$ cat src/rtl/fifo_pkg.sv
// Shared FIFO helpers: Gray/binary conversion used by both pointer handlers.
package fifo_pkg;

   localparam int PTR_WIDTH_DEF = 4;

   // Conversions operate on a wide vector; callers zero-extend narrower
   // pointers and cast the result back, which is exact because leading zeros
   // are preserved by both transforms.
   localparam int GRAY_MAX_W = 32;

   function automatic logic [GRAY_MAX_W-1:0] bin2gray(input logic [GRAY_MAX_W-1:0] bin);
      logic [GRAY_MAX_W-1:0] gray;
      gray[GRAY_MAX_W-1] = bin[GRAY_MAX_W-1];
      for (int i = 0; i < GRAY_MAX_W-1; i++) begin
         gray[i] = bin[i+1] ^ bin[i];
      end
      return gray;
   endfunction

   function automatic logic [GRAY_MAX_W-1:0] gray2bin(input logic [GRAY_MAX_W-1:0] gray);
      logic [GRAY_MAX_W-1:0] bin;
      bin[GRAY_MAX_W-1] = gray[GRAY_MAX_W-1];
      for (int i = GRAY_MAX_W-2; i >= 0; i--) begin
         bin[i] = bin[i+1] ^ gray[i];
      end
      return bin;
   endfunction

endpackage

$ cat src/rtl/sync_2ff.sv
// Two-stage reset-to-zero synchronizer for a Gray-coded pointer.
module sync_2ff #(
   parameter int WIDTH = 1
) (
   input  logic             clk,
   input  logic             rstn,
   input  logic [WIDTH-1:0] d,
   output logic [WIDTH-1:0] q
);

   logic [WIDTH-1:0] sync1;

   // First flop may go metastable; second flop gives it a cycle to resolve.
   always_ff @(posedge clk or negedge rstn) begin
      if (!rstn) begin
         sync1 <= '0;
         q     <= '0;
      end else begin
         sync1 <= d;
         q     <= sync1;
      end
   end

endmodule

$ cat src/rtl/wr_ptr_handler.sv
// Write-side pointer stage of the async FIFO: owns the write pointers,
// synchronizes the read pointer and produces pessimistic full/level status.
//
// Handshake: wr_req is the producer's request, wr_en is the acceptance. A
// write happens exactly in a cycle where wr_en is high at the rising edge of
// clk. A request while full is dropped (not queued) and sets overflow.
module wr_ptr_handler
   import fifo_pkg::*;
#(
   parameter int PTR_WIDTH    = PTR_WIDTH_DEF,
   parameter int AFULL_THRESH = 12
) (
   input  logic                 clk,
   input  logic                 rstn,
   input  logic [PTR_WIDTH:0]   rd_ptr_gray,
   input  logic                 wr_req,
   input  logic                 clr_overflow,
   output logic                 wr_en,
   output logic [PTR_WIDTH-1:0] wr_addr,
   output logic                 full,
   output logic                 almost_full,
   output logic                 overflow,
   output logic [PTR_WIDTH:0]   level,
   output logic [PTR_WIDTH:0]   bin_wr_ptr,
   output logic [PTR_WIDTH:0]   gray_wr_ptr
);

   localparam int PW = PTR_WIDTH + 1;
   localparam logic [PTR_WIDTH:0] AFULL_LVL = PW'(AFULL_THRESH);

   logic [PTR_WIDTH:0] rd_sync2;
   logic [PTR_WIDTH:0] bin_rd_sync;
   logic [PTR_WIDTH:0] bin_wr_next;
   logic [PTR_WIDTH:0] gray_wr_next;
   logic [PTR_WIDTH:0] full_cmp;
   logic [PTR_WIDTH:0] level_next;
   logic               full_next;
   logic               almost_full_next;

   sync_2ff #(
      .WIDTH (PW)
   ) u_rd_sync (
      .clk  (clk),
      .rstn (rstn),
      .d    (rd_ptr_gray),
      .q    (rd_sync2)
   );

   // rstn term forces wr_en low during reset without waiting for a clock.
   assign wr_en   = rstn & wr_req & ~full;
   assign wr_addr = bin_wr_ptr[PTR_WIDTH-1:0];

   assign bin_wr_next  = bin_wr_ptr + PW'(wr_en);
   assign gray_wr_next = PW'(bin2gray(GRAY_MAX_W'(bin_wr_next)));
   assign bin_rd_sync  = PW'(gray2bin(GRAY_MAX_W'(rd_sync2)));

   // Full when write pointer is exactly one lap ahead: in Gray code that is
   // the top two bits inverted and the rest equal.
   assign full_cmp         = {~rd_sync2[PTR_WIDTH:PTR_WIDTH-1], rd_sync2[PTR_WIDTH-2:0]};
   assign full_next        = (gray_wr_next == full_cmp);
   assign level_next       = bin_wr_next - bin_rd_sync;
   assign almost_full_next = (level_next >= AFULL_LVL);

   // Pointer and status registers all advance from the same _next values so
   // they stay mutually consistent; stale read pointer only overstates level.
   always_ff @(posedge clk or negedge rstn) begin
      if (!rstn) begin
         bin_wr_ptr  <= '0;
         gray_wr_ptr <= '0;
         full        <= 1'b0;
         almost_full <= 1'b0;
         level       <= '0;
      end else begin
         bin_wr_ptr  <= bin_wr_next;
         gray_wr_ptr <= gray_wr_next;
         full        <= full_next;
         almost_full <= almost_full_next;
         level       <= level_next;
      end
   end

   // Sticky overflow: a dropped write in the same cycle beats a clear.
   always_ff @(posedge clk or negedge rstn) begin
      if (!rstn) begin
         overflow <= 1'b0;
      end else if (wr_req && full) begin
         overflow <= 1'b1;
      end else if (clr_overflow) begin
         overflow <= 1'b0;
      end
   end

endmodule

$ cat config.mk
export PLATFORM = sky130hd
export DESIGN_NAME = wr_ptr_handler
export DESIGN_NICKNAME = d
export VERILOG_FILES = /design/src/rtl/fifo_pkg.sv /design/src/rtl/sync_2ff.sv /design/src/rtl/wr_ptr_handler.sv
export SDC_FILE = /design/constraint.sdc
export NUM_CORES = 1
export LEC_CHECK = 0
export ABC_CLOCK_PERIOD_IN_PS = 2400
export BUFFER_PORTS_ARGS = -buffer_cell sky130_fd_sc_hd__buf_2
export CORE_MARGIN = 3
export CORE_UTILIZATION = 46
export DETAILED_ROUTE_END_ITERATION = 10
export PLACE_DENSITY = 0.77
export SLEW_MARGIN = 15
export SYNTH_ARGS = -nofsm -noshare
export SYNTH_HDL_FRONTEND = slang
export SYNTH_SLANG_ARGS = --single-unit
$ cat constraint.sdc
create_clock -name clk -period 2.4 [get_ports clk]
set_input_delay 0.72 -clock clk [delete_from_list [all_inputs] [get_ports clk]]
set_output_delay 0.72 -clock clk [all_outputs]
set_load 0.01 [all_outputs]
======== After elaboration in Yosys (flattened, before gate mapping) ========
Index checks and enable logic that the tools add are counted.
operators by class
  $add $sub $neg .......................... 2
  magnitude comparators ................... 1
  eq/ne operators ......................... 1
  mux-type cells .......................... 2
  bitwise gates (word level) .............. 12
  reduce and logical (&&, ||, !) cells .... 2
operator list
  cell                                                 count
  bitwise XOR 1 bit                                    8
  adder 5 x 1 -> 5 bit                                 1
  == test 5 bit                                        1
  >= comparator 5 x 4 -> 1 bit, second input constant  1
  subtractor 5 bit                                     1
  bitwise AND 1 bit                                    2
  2-to-1 mux 1 bit                                     2
  inverter 2 bit                                       1
  nonzero test 2 bit                                   1
  logical AND 1 bit                                    1
  inverter 1 bit                                       1
word-level totals
  register bits after elaboration ......... 28
  bits of input ports ..................... 9
  output and inout bits ................... 23
  logic and storage cells ................. 28

======== Longest topological paths before layout ========
Gate-level depths: netlist of the first run.
  depth after elaboration ................. 6
  mapped depth ............................ 10
  gate-level depth less buffers ........... 10

======== Modules after synthesis ========
From an unflattened synthesis of the first run, not the netlist that was laid out.
unflattened totals
  cells, all modules ...................... 98
  area, all modules ....................... 1,232.4 µm²
by module, submodules not included
  module          times used  cells each  area each (µm²)  seq. area each (µm²)
  wr_ptr_handler  1           88          982.2            425.4
  sync_2ff        1           10          250.2            250.2

======== Least setup slack after synthesis of the first run ========
Ideal clock, no wire load.
  path kind ............................... input -> register
  start ................................... input port rstn
  end ..................................... register almost_full
  setup time .............................. 0.147 ns
  arrival ................................. 2.573 ns
  slack ................................... -0.320 ns
  stages on the path ...................... 10
  path buffers ............................ 0
  cell sequence ........................... nand2_1 -> nor2_1 -> ha_1 -> ha_1 -> xor2_2 -> ha_1 -> nor2b_1 -> o21ai_0 -> a21o_1 -> o311ai_0
on the way
  longest elaborated chain between the ends .. 5
ends and longest elaborated chain
  what                             line                  text
  start: declaration               wr_ptr_handler.sv:14  input logic rstn,
  bitwise AND 1 bit (2 in series)  wr_ptr_handler.sv:50  assign wr_en = rstn & wr_req & ~full;
  net wr_en                        wr_ptr_handler.sv:18  output logic wr_en,
  adder 5 x 1 -> 5 bit             wr_ptr_handler.sv:53  assign bin_wr_next = bin_wr_ptr + PW'(wr_en);
  net bin_wr_next[2]               wr_ptr_handler.sv:33  logic [PTR_WIDTH:0] bin_wr_next;
  subtractor 5 bit                 wr_ptr_handler.sv:61  assign level_next = bin_wr_next - bin_rd_sync;
  >= comparator 5 x 4 -> 1 bit     wr_ptr_handler.sv:62  assign almost_full_next = (level_next >= AFULL_LVL);
  net almost_full_next             wr_ptr_handler.sv:38  logic almost_full_next;
  end signal: assignment           wr_ptr_handler.sv:77  almost_full <= almost_full_next;
  end: declaration                 wr_ptr_handler.sv:21  output logic almost_full,
The timed path passes the listed nets, and every way through them passes these cells.
A chain may end at the register's enable or synchronous reset.

======== Worst setup path after layout of the first run ========
  start ................................... register u_rd_sync.q[4]
  end ..................................... register almost_full
on the way
  longest elaborated chain between the ends .. 6
ends and longest elaborated chain
  what                              line                  text
  start: declaration                sync_2ff.sv:8         output logic [WIDTH-1:0] q
  start signal: assignment          sync_2ff.sv:20        q <= sync1;
  bitwise XOR 1 bit (4 in series)   fifo_pkg.sv:24        bin[i] = bin[i+1] ^ gray[i];
  subtractor 5 bit (*)              wr_ptr_handler.sv:61
  >= comparator 5 x 4 -> 1 bit (*)  wr_ptr_handler.sv:62
  net almost_full_next              wr_ptr_handler.sv:38
The timed path passes the listed nets; every way through them passes the cells marked *.

==> impl_metrics.json, run 1 <==
{
  "cts_root_buf": "clkbuf_4",
  "cts_buffers": 3,
  "layout_common_cells": "buf_2, dfrtp_1, buf_4",
  "grt_start_max_net_pins": 28,
  "start_kind": "flip-flop",
  "path_clk_slew_ns": 0.13,
  "cp-end-kind": "flip-flop",
  "reg2reg_depth": 10,
  "yosysWarningCount": 0,
  "worstSetupEndpoint": "almost_full",
  "drt-initial-drc-count": 19,
  "grtUsageTotal": 0.1422,
  "slew_violations": 0,
  "vias_per_cell": 4.649,
  "cp.arrival_ns": 2.56,
  "die_w_um": 57.76,
  "final_util": 0.6374,
  "die_y_um": 57.76,
  "grt_pass1_vias": 890,
  "io_pins": 32,
  "r2r_slack_ns": 0.07,
  "netlist_instances": 98,
  "criticalPathCategory": "reg2reg",
  "worst_path_largest_cell_delay_ns": 0.43,
  "dieArea_sq_um": 3336,
  "crit_chain": "xnor2_2 > xor2_2 > xor2_1 > xnor2_1 > ha_2 > fa_2 > nor2b_1 > o21ai_1 > a21o_1 > o311ai_1",
  "start_util": 0.4886,
  "synth_nets": 115,
  "antenna_found_initial": 0,
  "clkSinkCount": 27,
  "h-tree-depth": 1,
  "gp_congestion": 0.8215,
  "hold_viol_final": 0,
  "rows": 18,
  "ys_seq_area_frac": 0.5482,
  "post-route-drc-count": 0,
  "status": "complete, no violations",
  "dp_hpwl_um": 1612,
  "via_count": 809,
  "setup_viol": 0,
  "overflow": 0,
  "cp_data_required_time_ns": 2.63,
  "p_leak_nw": 0.8088,
  "cts_hold_buffers": 0,
  "synth_seq_cells": 27,
  "r2r-start": "u_rd_sync.q[4]",
  "max_freq_ghz": 0.4300,
  "netlist_area_sq_um": 1232,
  "wire_per_inst_um": 11.66,
  "routed_wl_um": 2028,
  "reg2reg_to": "almost_full",
  "rsz0062_at_grt": "yes",
  "power.density_nw_per_um2": 1296,
  "avgSynthCellArea_sq_um": 12.58,
  "finalNetCount": 162,
  "period_share": 0.9690,
  "min_period_ns": 2.325,
  "fin_ws_ns": 0.07450,
  "hp-class": "reg2reg",
  "drv_cap": 0,
  "n_antenna_cell": 0,
  "worstPathMaxFanout": 2,
  "portBuffers": 31,
  "clk_latency_ns": 0.32,
  "slowest_stage": "dfrtp_1",
  "worstMarginPinSlew_ns": 0.3749,
  "irDropWorstVdd_uv": 748.8,
  "startpoint": "u_rd_sync.q[4]",
  "pre_cts_ws_ns": -0.2109,
  "cts_tree": "done",
  "coreArea_sq_um": 2522,
  "area_growth_pct": 30.46,
  "final_common_cell": "buf_2",
  "drive_above_1_share": 0.4514,
  "max_slew_margin": 0.7501,
  "drt.antenna.violating_nets": 0,
  "finalClockSkew_ns": 0.004374,
  "dr.pass1.iters": 4,
  "cts_buffer_depth": 2,
  "grt_pass1_wl_um": 3629,
  "yosysUniqueCellTypes": 28
}
per-layer routing:
metal,wire length (um),vias up,track usage
met5,0,-,0
met4,45,0,0.06954
met3,88,4,0.02895
met2,1051,21,0.2468
met1,843,389,0.1672
li1,-,395,-
kinds of logic after synthesis:
logic type | after synthesis | share of synthesized area
AOI/OAI and AO/OA | 9 | 0.05178
xor gates and xnor gates | 20 | 0.1655
adders and majority gates | 8 | 0.08731
buffers and inverters | 16 | 0.06497
DFF | 27 | 0.5482
muxes | 1 | 0.008122
and+or+nand+nor | 17 | 0.07411
per-stage QoR:
stage          cells  hold WS (ns)  setup TNS [ns]  instance area, sq um  total power (W)
2_1_floorplan     98        0.3312               0                  1294         0.001522
3_3_place_gp     167        0.3320         -0.2415                  1553         0.001851
3_5_place_dp     167        0.3347         -0.4205                  1553         0.001888
4_1_cts          173        0.3672               0                  1598         0.002110
5_1_grt          174        0.3740         -0.1076                  1608         0.002288
6_report         174        0.3634               0                  1608         0.002083
Yosys cell counts:
master / instances / area share
o21ai_0: 3 / 0.012
buf_4: 5 / 0.030
xnor2_2: 1 / 0.013
nand3_1: 3 / 0.012
a21boi_1: 1 / 0.0061
nor3b_1: 1 / 0.0061
nor2b_1: 2 / 0.010
buf_2: 1 / 0.0041
nor4_2: 1 / 0.010
xor2_2: 1 / 0.013
a22oi_1: 1 / 0.0061
nor2_1: 3 / 0.0091
fa_1: 1 / 0.016
o211a_1: 1 / 0.0081
and2_1: 1 / 0.0051
nand2_1: 5 / 0.015
clkbuf_1: 1 / 0.0030
xnor3_1: 1 / 0.018
xnor2_1: 10 / 0.071
a21o_1: 1 / 0.0061
o311ai_0: 1 / 0.0071
ha_1: 7 / 0.071
xor2_1: 7 / 0.050
dfrtp_1: 27 / 0.55
nand3b_1: 1 / 0.0061
inv_1: 9 / 0.027
a21boi_0: 1 / 0.0061
mux2i_1: 1 / 0.0081
how the worst min path moves through the flow:
| stage | start | to | cells past startpoint |
|---|---|---|---|
| after global routing | u_rd_sync.sync1[3] | u_rd_sync.q[3] | 0 |
| after floorplan | u_rd_sync.sync1[0] | u_rd_sync.q[0] | 0 |
| after CTS | u_rd_sync.sync1[4] | u_rd_sync.q[4] | 0 |
| after detailed placement | u_rd_sync.sync1[2] | u_rd_sync.q[2] | 0 |
| final | u_rd_sync.sync1[2] | u_rd_sync.q[2] | 0 |
| after global placement | u_rd_sync.sync1[1] | u_rd_sync.q[1] | 0 |
critical path, delay by kind of cell (launching register included):
kind	cells	cell delay, ns
xor gates and xnor gates	4	0.78
adders and majority gates	2	0.56
AOI/OAI and AO/OA	3	0.34
DFF	1	0.43
and+or+nand+nor	1	0.13
power by group:
group | total [W] | switching, W | internal (W)
clock | 0.000192 | 0.000129 | 0.0000626
sequential | 0.000724 | 0.000115 | 0.000609
combinational | 0.00117 | 0.000563 | 0.000604
cell type report:
cell class              count  area, sq um
clock buffers               3        22.52
flip-flops and latches     27        675.6
well taps                  30        37.54
fillers                   197        914.6
inverters                   9        33.78
multi-input cells          55        543.0
repair buffers             49        290.3
clock inverters             1        5.005
timing repair:
item                                    4_1_cts  5_1_grt
buffers inserted                              2        1
endpoints found under the setup margin        2        2
pin swaps                                     3        8
resized for setup                             2        2
state kept, by name (all words and copies together), names as in the netlist:
name	flops
full	1
level	5
overflow	1
bin_wr_ptr	5
almost_full	1
u_rd_sync.q	5
gray_wr_ptr	4
u_rd_sync.sync1	5
(Power assumes the default switching activity.)
==> inputs of run 2 (changes only) <==
Settings changed: REMOVE_ABC_BUFFERS from default to 1.
==> impl_metrics.json, run 2 (same netlist as run 1, synthesis figures left out) <==
{
  "status": "complete, but fails checks",
  "violations": "setup timing",
  "min_period_ns": 2.403,
  "start_kind": "flip-flop",
  "worst_path_largest_cell_delay_ns": 0.43,
  "slew_violations": 0,
  "n_antenna_cell": 0,
  "worstMarginPinSlew_ns": 0.3397,
  "slowest_stage": "dfrtp_1",
  "antenna_found_initial": 0,
  "drt-initial-drc-count": 19,
  "power.density_nw_per_um2": 1339,
  "r2r-start": "u_rd_sync.q[4]",
  "io_pins": 32,
  "layout_common_cells": "buf_2, dfrtp_1, buf_4",
  "cts_buffer_depth": 2,
  "hold_depth": 0,
  "grt_start_max_net_pins": 28,
  "drt.antenna.violating_nets": 0,
  "gp_congestion": 0.8008,
  "max_freq_ghz": 0.4161,
  "cts_root_buf": "clkbuf_4",
  "final_common_cell": "buf_2",
  "h-tree-depth": 1,
  "irDropWorstVdd_uv": 848.5,
  "whs_endpoint": "u_rd_sync.q[2]",
  "coreArea_sq_um": 2522,
  "routed_wl_um": 2279,
  "crit_chain": "xnor2_2 > xor2_2 > xor2_1 > xnor2_1 > ha_2 > fa_2 > nor2b_2 > o21ai_2 > a21o_1 > o311ai_1",
  "cp.arrival_ns": 2.62,
  "period_share": 1.001,
  "max_slew_margin": 0.7719,
  "r2r_slack_ns": -0.003,
  "die_w_um": 57.76,
  "drv_cap": 0,
  "overflow": 0,
  "fin_ws_ns": -0.003081,
  "post-route-drc-count": 0,
  "hp-class": "reg2reg",
  "area_growth_pct": 30.46,
  "rows": 18,
  "wire_per_inst_um": 12.80,
  "cts_tree": "done",
  "vias_per_cell": 4.669,
  "min-delay-start": "u_rd_sync.sync1[2]",
  "path_clk_slew_ns": 0.13,
  "dp_cells": 170,
  "reg2reg_depth": 10,
  "dr.pass1.iters": 4,
  "path_buf_inv": 0,
  "fin_cells": 178,
  "dp_hpwl_um": 1708,
  "setup_viol": 1,
  "cts_buffers": 3,
  "dieArea_sq_um": 3336,
  "critPathTopFamily": "XOR/XNOR gates",
  "start_util": 0.4886,
  "grtUsageTotal": 0.1530,
  "clkSinkCount": 27,
  "clk_latency_ns": 0.32,
  "worstPathMaxFanout": 2,
  "finalNetCount": 166,
  "drive_above_1_share": 0.4527,
  "grt_pass1_vias": 887,
  "finalClockSkew_ns": 0.007346,
  "die_y_um": 57.76,
  "portBuffers": 31,
  "grt_pass1_wl_um": 3891,
  "rsz0062_at_grt": "yes",
  "cp_data_required_time_ns": 2.62,
  "reg2reg_to": "almost_full",
  "hold_viol_final": 0,
  "p_leak_nw": 0.8297,
  "criticalPathCategory": "reg2reg",
  "pre_cts_ws_ns": -0.3777,
  "via_count": 831,
  "cp-end-kind": "flip-flop"
}
run 2: power by group:
| part | internal, W | switching, W |
|---|---|---|
| Sequential | 0.000609 | 0.000105 |
| Combinational | 0.000640 | 0.000608 |
| Clock | 0.0000625 | 0.000127 |
run 2: repair_timing:
item                                    in CTS  in global routing
gates resized for setup                      5                  6
hold buffers                                 0                  0
setup buffers                                2                  2
endpoints found under the setup margin       2                  3
pin swaps                                    5                 10
run 2: routing by layer:
layer	share of wire	vias up	routed length [um]	global-route usage
met3	0.071	7	161	0.05122
met4	0.011	0	24	0.02980
met5	0	-	0	0
li1	-	408	-	-
met1	0.41	386	943	0.1826
met2	0.50	30	1150	0.2694
run 2: worst max-delay path by stage:
stage | startpoint | endpoint | slack, ns | cells past startpoint
2_1_floorplan | rstn | almost_full | -0.32 | 10
3_3_place_gp | rstn | almost_full | -0.23 | 11
3_5_place_dp | rstn | almost_full | -0.38 | 11
4_1_cts | u_rd_sync.q[3] | almost_full | 0.0008 | 10
5_1_grt | u_rd_sync.q[4] | almost_full | -0.13 | 10
6_report | u_rd_sync.q[4] | almost_full | -0.003 | 10
run 2: final cells by class:
cell class                 count  area (sq um)
tap                           30         37.54
clock inverter                 1         5.005
multi-input combinational     55         513.0
timing repair buffer          53         320.3
inverter                       9         33.78
fill                         208         914.6
clock buffer                   3         22.52
sequential                    27         675.6
run 2: worst reg2reg max path: stages, from the launching register on:
cell and delay, ns:
dfrtp_1 0.43, xnor2_2 0.23, xor2_2 0.19, xor2_1 0.25
xnor2_1 0.11, ha_2 0.20, fa_2 0.39, nor2b_2 0.15
o21ai_2 0.08, a21o_1 0.18, o311ai_1 0.09
run 2: per-stage QoR:
stage / utilization / total power (W) / hold slack, ns / instance area [sq um] / TNS, ns
2_1_floorplan: - / 0.001378 / 0.3312 / 1186 / -0.6222
3_3_place_gp: 0.6002 / 0.001819 / 0.3324 / 1514 / -0.5959
3_5_place_dp: 0.6002 / 0.001868 / 0.3364 / 1514 / -0.9985
4_1_cts: 0.6220 / 0.002096 / 0.3683 / 1569 / 0
5_1_grt: 0.6374 / 0.002349 / 0.3801 / 1608 / -0.2113
6_report: 0.6374 / 0.002153 / 0.3660 / 1608 / -0.003081
==> inputs of run 3 (changes only) <==
Settings changed: ABC_AREA from default to 1, PLACE_DENSITY 0.77 to 0.76.
==> impl_metrics.json, run 3 <==
{
  "switchingPower_w": 0.0008043,
  "irDropWorstVdd_uv": 825.9,
  "wire_per_inst_um": 11.15,
  "rsz0062_at_grt": "no",
  "dieArea_sq_um": 3415,
  "p_leak_nw": 0.8786,
  "power.density_nw_per_um2": 1249,
  "finalNetCount": 197,
  "post_dp_cell_area_sq_um": 1499,
  "synth_flop_cell": "dfrtp_1",
  "routed_wl_um": 2331,
  "n_antenna_cell": 0,
  "post-route-drc-count": 0,
  "ys_top_cells_by_count": "nand2_1, dfrtp_1, inv_1",
  "worstMarginPinSlew_ns": 0.3274,
  "muxShareOfSynthArea": 0,
  "slew_violations": 0,
  "synth_edf_count": 0,
  "drt-initial-drc-count": 35,
  "worst_path_largest_cell_delay_ns": 0.44,
  "register_area_sq_um": 675.6,
  "synth_top_family_by_area": "simple AND/OR/NAND/NOR gates",
  "yosysWarningCount": 0,
  "combPwrFrac": 0.551,
  "status": "complete, no violations",
  "cts_buffer_depth": 2,
  "synth-compound-area-share": 0.01780,
  "drive_above_1_share": 0.3184,
  "synth-simple-area-share": 0.2245,
  "crit_chain": "xnor2_2 > or2_1 > nand3_1 > nand3_1 > nand2_1 > inv_1 > ha_2 > fa_2 > nor2_2 > a211oi_2 > or2_1 > nand3_1",
  "avgSynthCellArea_sq_um": 9.370,
  "cts_hold_buffers": 0,
  "h-tree-depth": 1,
  "grt_start_max_net_pins": 28,
  "netlist_area_sq_um": 1265,
  "via_count": 1010,
  "yosys.area_share.xor_xnor": 0.04649,
  "synth_top_area_cell": "dfrtp_1",
  "max_slew_margin": 0.7817,
  "hp-class": "reg2reg",
  "dp_cells": 202,
  "clockPowerShare": 0.097,
  "ys_seq_area_frac": 0.5341,
  "multi_input_area_sq_um": 493.0,
  "cts_buffers": 3,
  "synth_area_leaders": "dfrtp_1, nand2_1, ha_1, nand3_1, inv_1",
  "clk_latency_ns": 0.32,
  "postLayoutCellArea_sq_um": 1568,
  "gp_congestion": 0.8613,
  "die_y_um": 58.44,
  "setup_viol": 0,
  "hold_depth": 0,
  "cp.arrival_ns": 2.54,
  "min_period_ns": 2.277,
  "coreArea_sq_um": 2545,
  "antenna_found_initial": 0,
  "dp_hpwl_um": 1797,
  "grt_pass1_vias": 919,
  "criticalPathCategory": "reg2reg",
  "fin_cells": 209,
  "hold_ws_ns": 0.3664,
  "portBuffers": 31,
  "die_w_um": 58.44,
  "grtUsageTotal": 0.1450,
  "final_common_cell": "nand2_1",
  "cts_tree": "done",
  "max_freq_ghz": 0.4392,
  "area_growth_pct": 23.94,
  "drv_cap": 0,
  "final_util": 0.6160,
  "start_kind": "flip-flop",
  "p_int_w": 0.001154,
  "cts_root_buf": "clkbuf_4",
  "overflow": 0,
  "start_util": 0.4971,
  "netlist_instances": 135,
  "rows": 18,
  "drt.antenna.violating_nets": 0,
  "io_pins": 32,
  "yosys.area.top_type_share": 0.5341,
  "clkSinkCount": 27,
  "synth_seq_cells": 27,
  "seq_power_share": 0.352,
  "synth-adder-area-share": 0.08506,
  "hold_viol_final": 0,
  "slowest_stage": "dfrtp_1",
  "cp-end-kind": "flip-flop",
  "worstPathMaxFanout": 4,
  "vias_per_cell": 4.833,
  "layout_common_cells": "nand2_1, buf_2, dfrtp_1",
  "nFillCells": 226,
  "cpMostUsedCell": "nand3_1",
  "path_clk_slew_ns": 0.14,
  "grt_pass1_wl_um": 3822,
  "dr.pass1.iters": 4,
  "yosysUniqueCellTypes": 18,
  "synth.most_common_cell": "nand2_1",
  "period_share": 0.9488,
  "cp_data_required_time_ns": 2.66,
  "finalClockSkew_ns": 0.01002,
  "async_flop_share": 1.000,
  "p_sw_frac": 0.4107,
  "reg2reg_depth": 12
}
run 3: cell types whose count changed in the layout (fill, tap and decap cells not counted), moves of 2 or more:
cell      previous run  this run
a21boi_1             2         0
buf_4               22        15
inv_1                9        18
nand2_1              5        43
nand3_1              3        13
nand4_1              0         4
or2_1                0         2
xnor2_1             10         1
xor2_1               6         2
run 3: through the flow:
step,TNS (ns),power (W),setup slack [ns]
4_1_cts,0,0.001941,0.002532
6_report,0,0.001958,0.1229
2_1_floorplan,-0.6018,0.001314,-0.2592
3_5_place_dp,-0.6932,0.001742,-0.2948
3_3_place_gp,-0.4051,0.001722,-0.1891
5_1_grt,0,0.002150,0.01569
run 3: cell type report:
class / instances / share of cell area
sequential: 27 / 0.4310
multi-input combinational: 84 / 0.3144
timing repair buffer: 46 / 0.1708
inverter: 18 / 0.04310
tap: 30 / 0.02394
clock buffer: 4 / 0.01676
run 3: cell families (layout without fill, tap and decap cells):
family / after synthesis / count (layout)
flip-flops: 27 / 27
buffers and inverters: 24 / 68
AND/OR/NAND/NOR: 67 / 67
AO/OA/AOI/OAI: 4 / 4
adder cells (fa/ha/maj): 8 / 8
XOR/XNOR: 5 / 5
run 3: path summary, 6_finish.rpt:
path                                    startpoint  slack (ns)              to
min in group asynchronous                     rstn        0.38        overflow
worst max-delay path                u_rd_sync.q[3]        0.12     almost_full
worst min register to register  u_rd_sync.sync1[0]        0.37  u_rd_sync.q[0]
worst min-delay path            u_rd_sync.sync1[0]        0.37  u_rd_sync.q[0]
worst max register to register      u_rd_sync.q[3]        0.12     almost_full
max in group asynchronous                     rstn        1.77  u_rd_sync.q[0]
run 3: layer usage:
metal | vias up | part of all wire | GRT usage
met5 | - | 0 | 0
met4 | 0 | 0.011 | 0.05960
met3 | 4 | 0.076 | 0.01974
met2 | 36 | 0.50 | 0.2584
met1 | 465 | 0.41 | 0.1750
li1 | 505 | - | -
run 3: what timing repair did:
item                       4_1_cts  5_1_grt
setup buffers                    1        2
resized for setup                0        7
setup endpoints to repair        2        2
pin swaps                        1        4
run 3: power groups by stage:
stage          Clock, W  Sequential [W]  Combinational [W]
2_1_floorplan         0        0.000796           0.000519
3_3_place_gp          0        0.000691            0.00103
5_1_grt        0.000220        0.000709            0.00122
4_1_cts        0.000200        0.000688            0.00105
6_report       0.000191        0.000689            0.00108
3_5_place_dp          0        0.000697            0.00104
run 3: critical path, delay by kind of cell (launching register included):
kind,cells,cell delay [ns]
buf+inv,1,0.04
fa+ha+maj,2,0.54
simple gates,7,0.95
flops,1,0.44
compound gates,1,0.05
xor+xnor,1,0.19
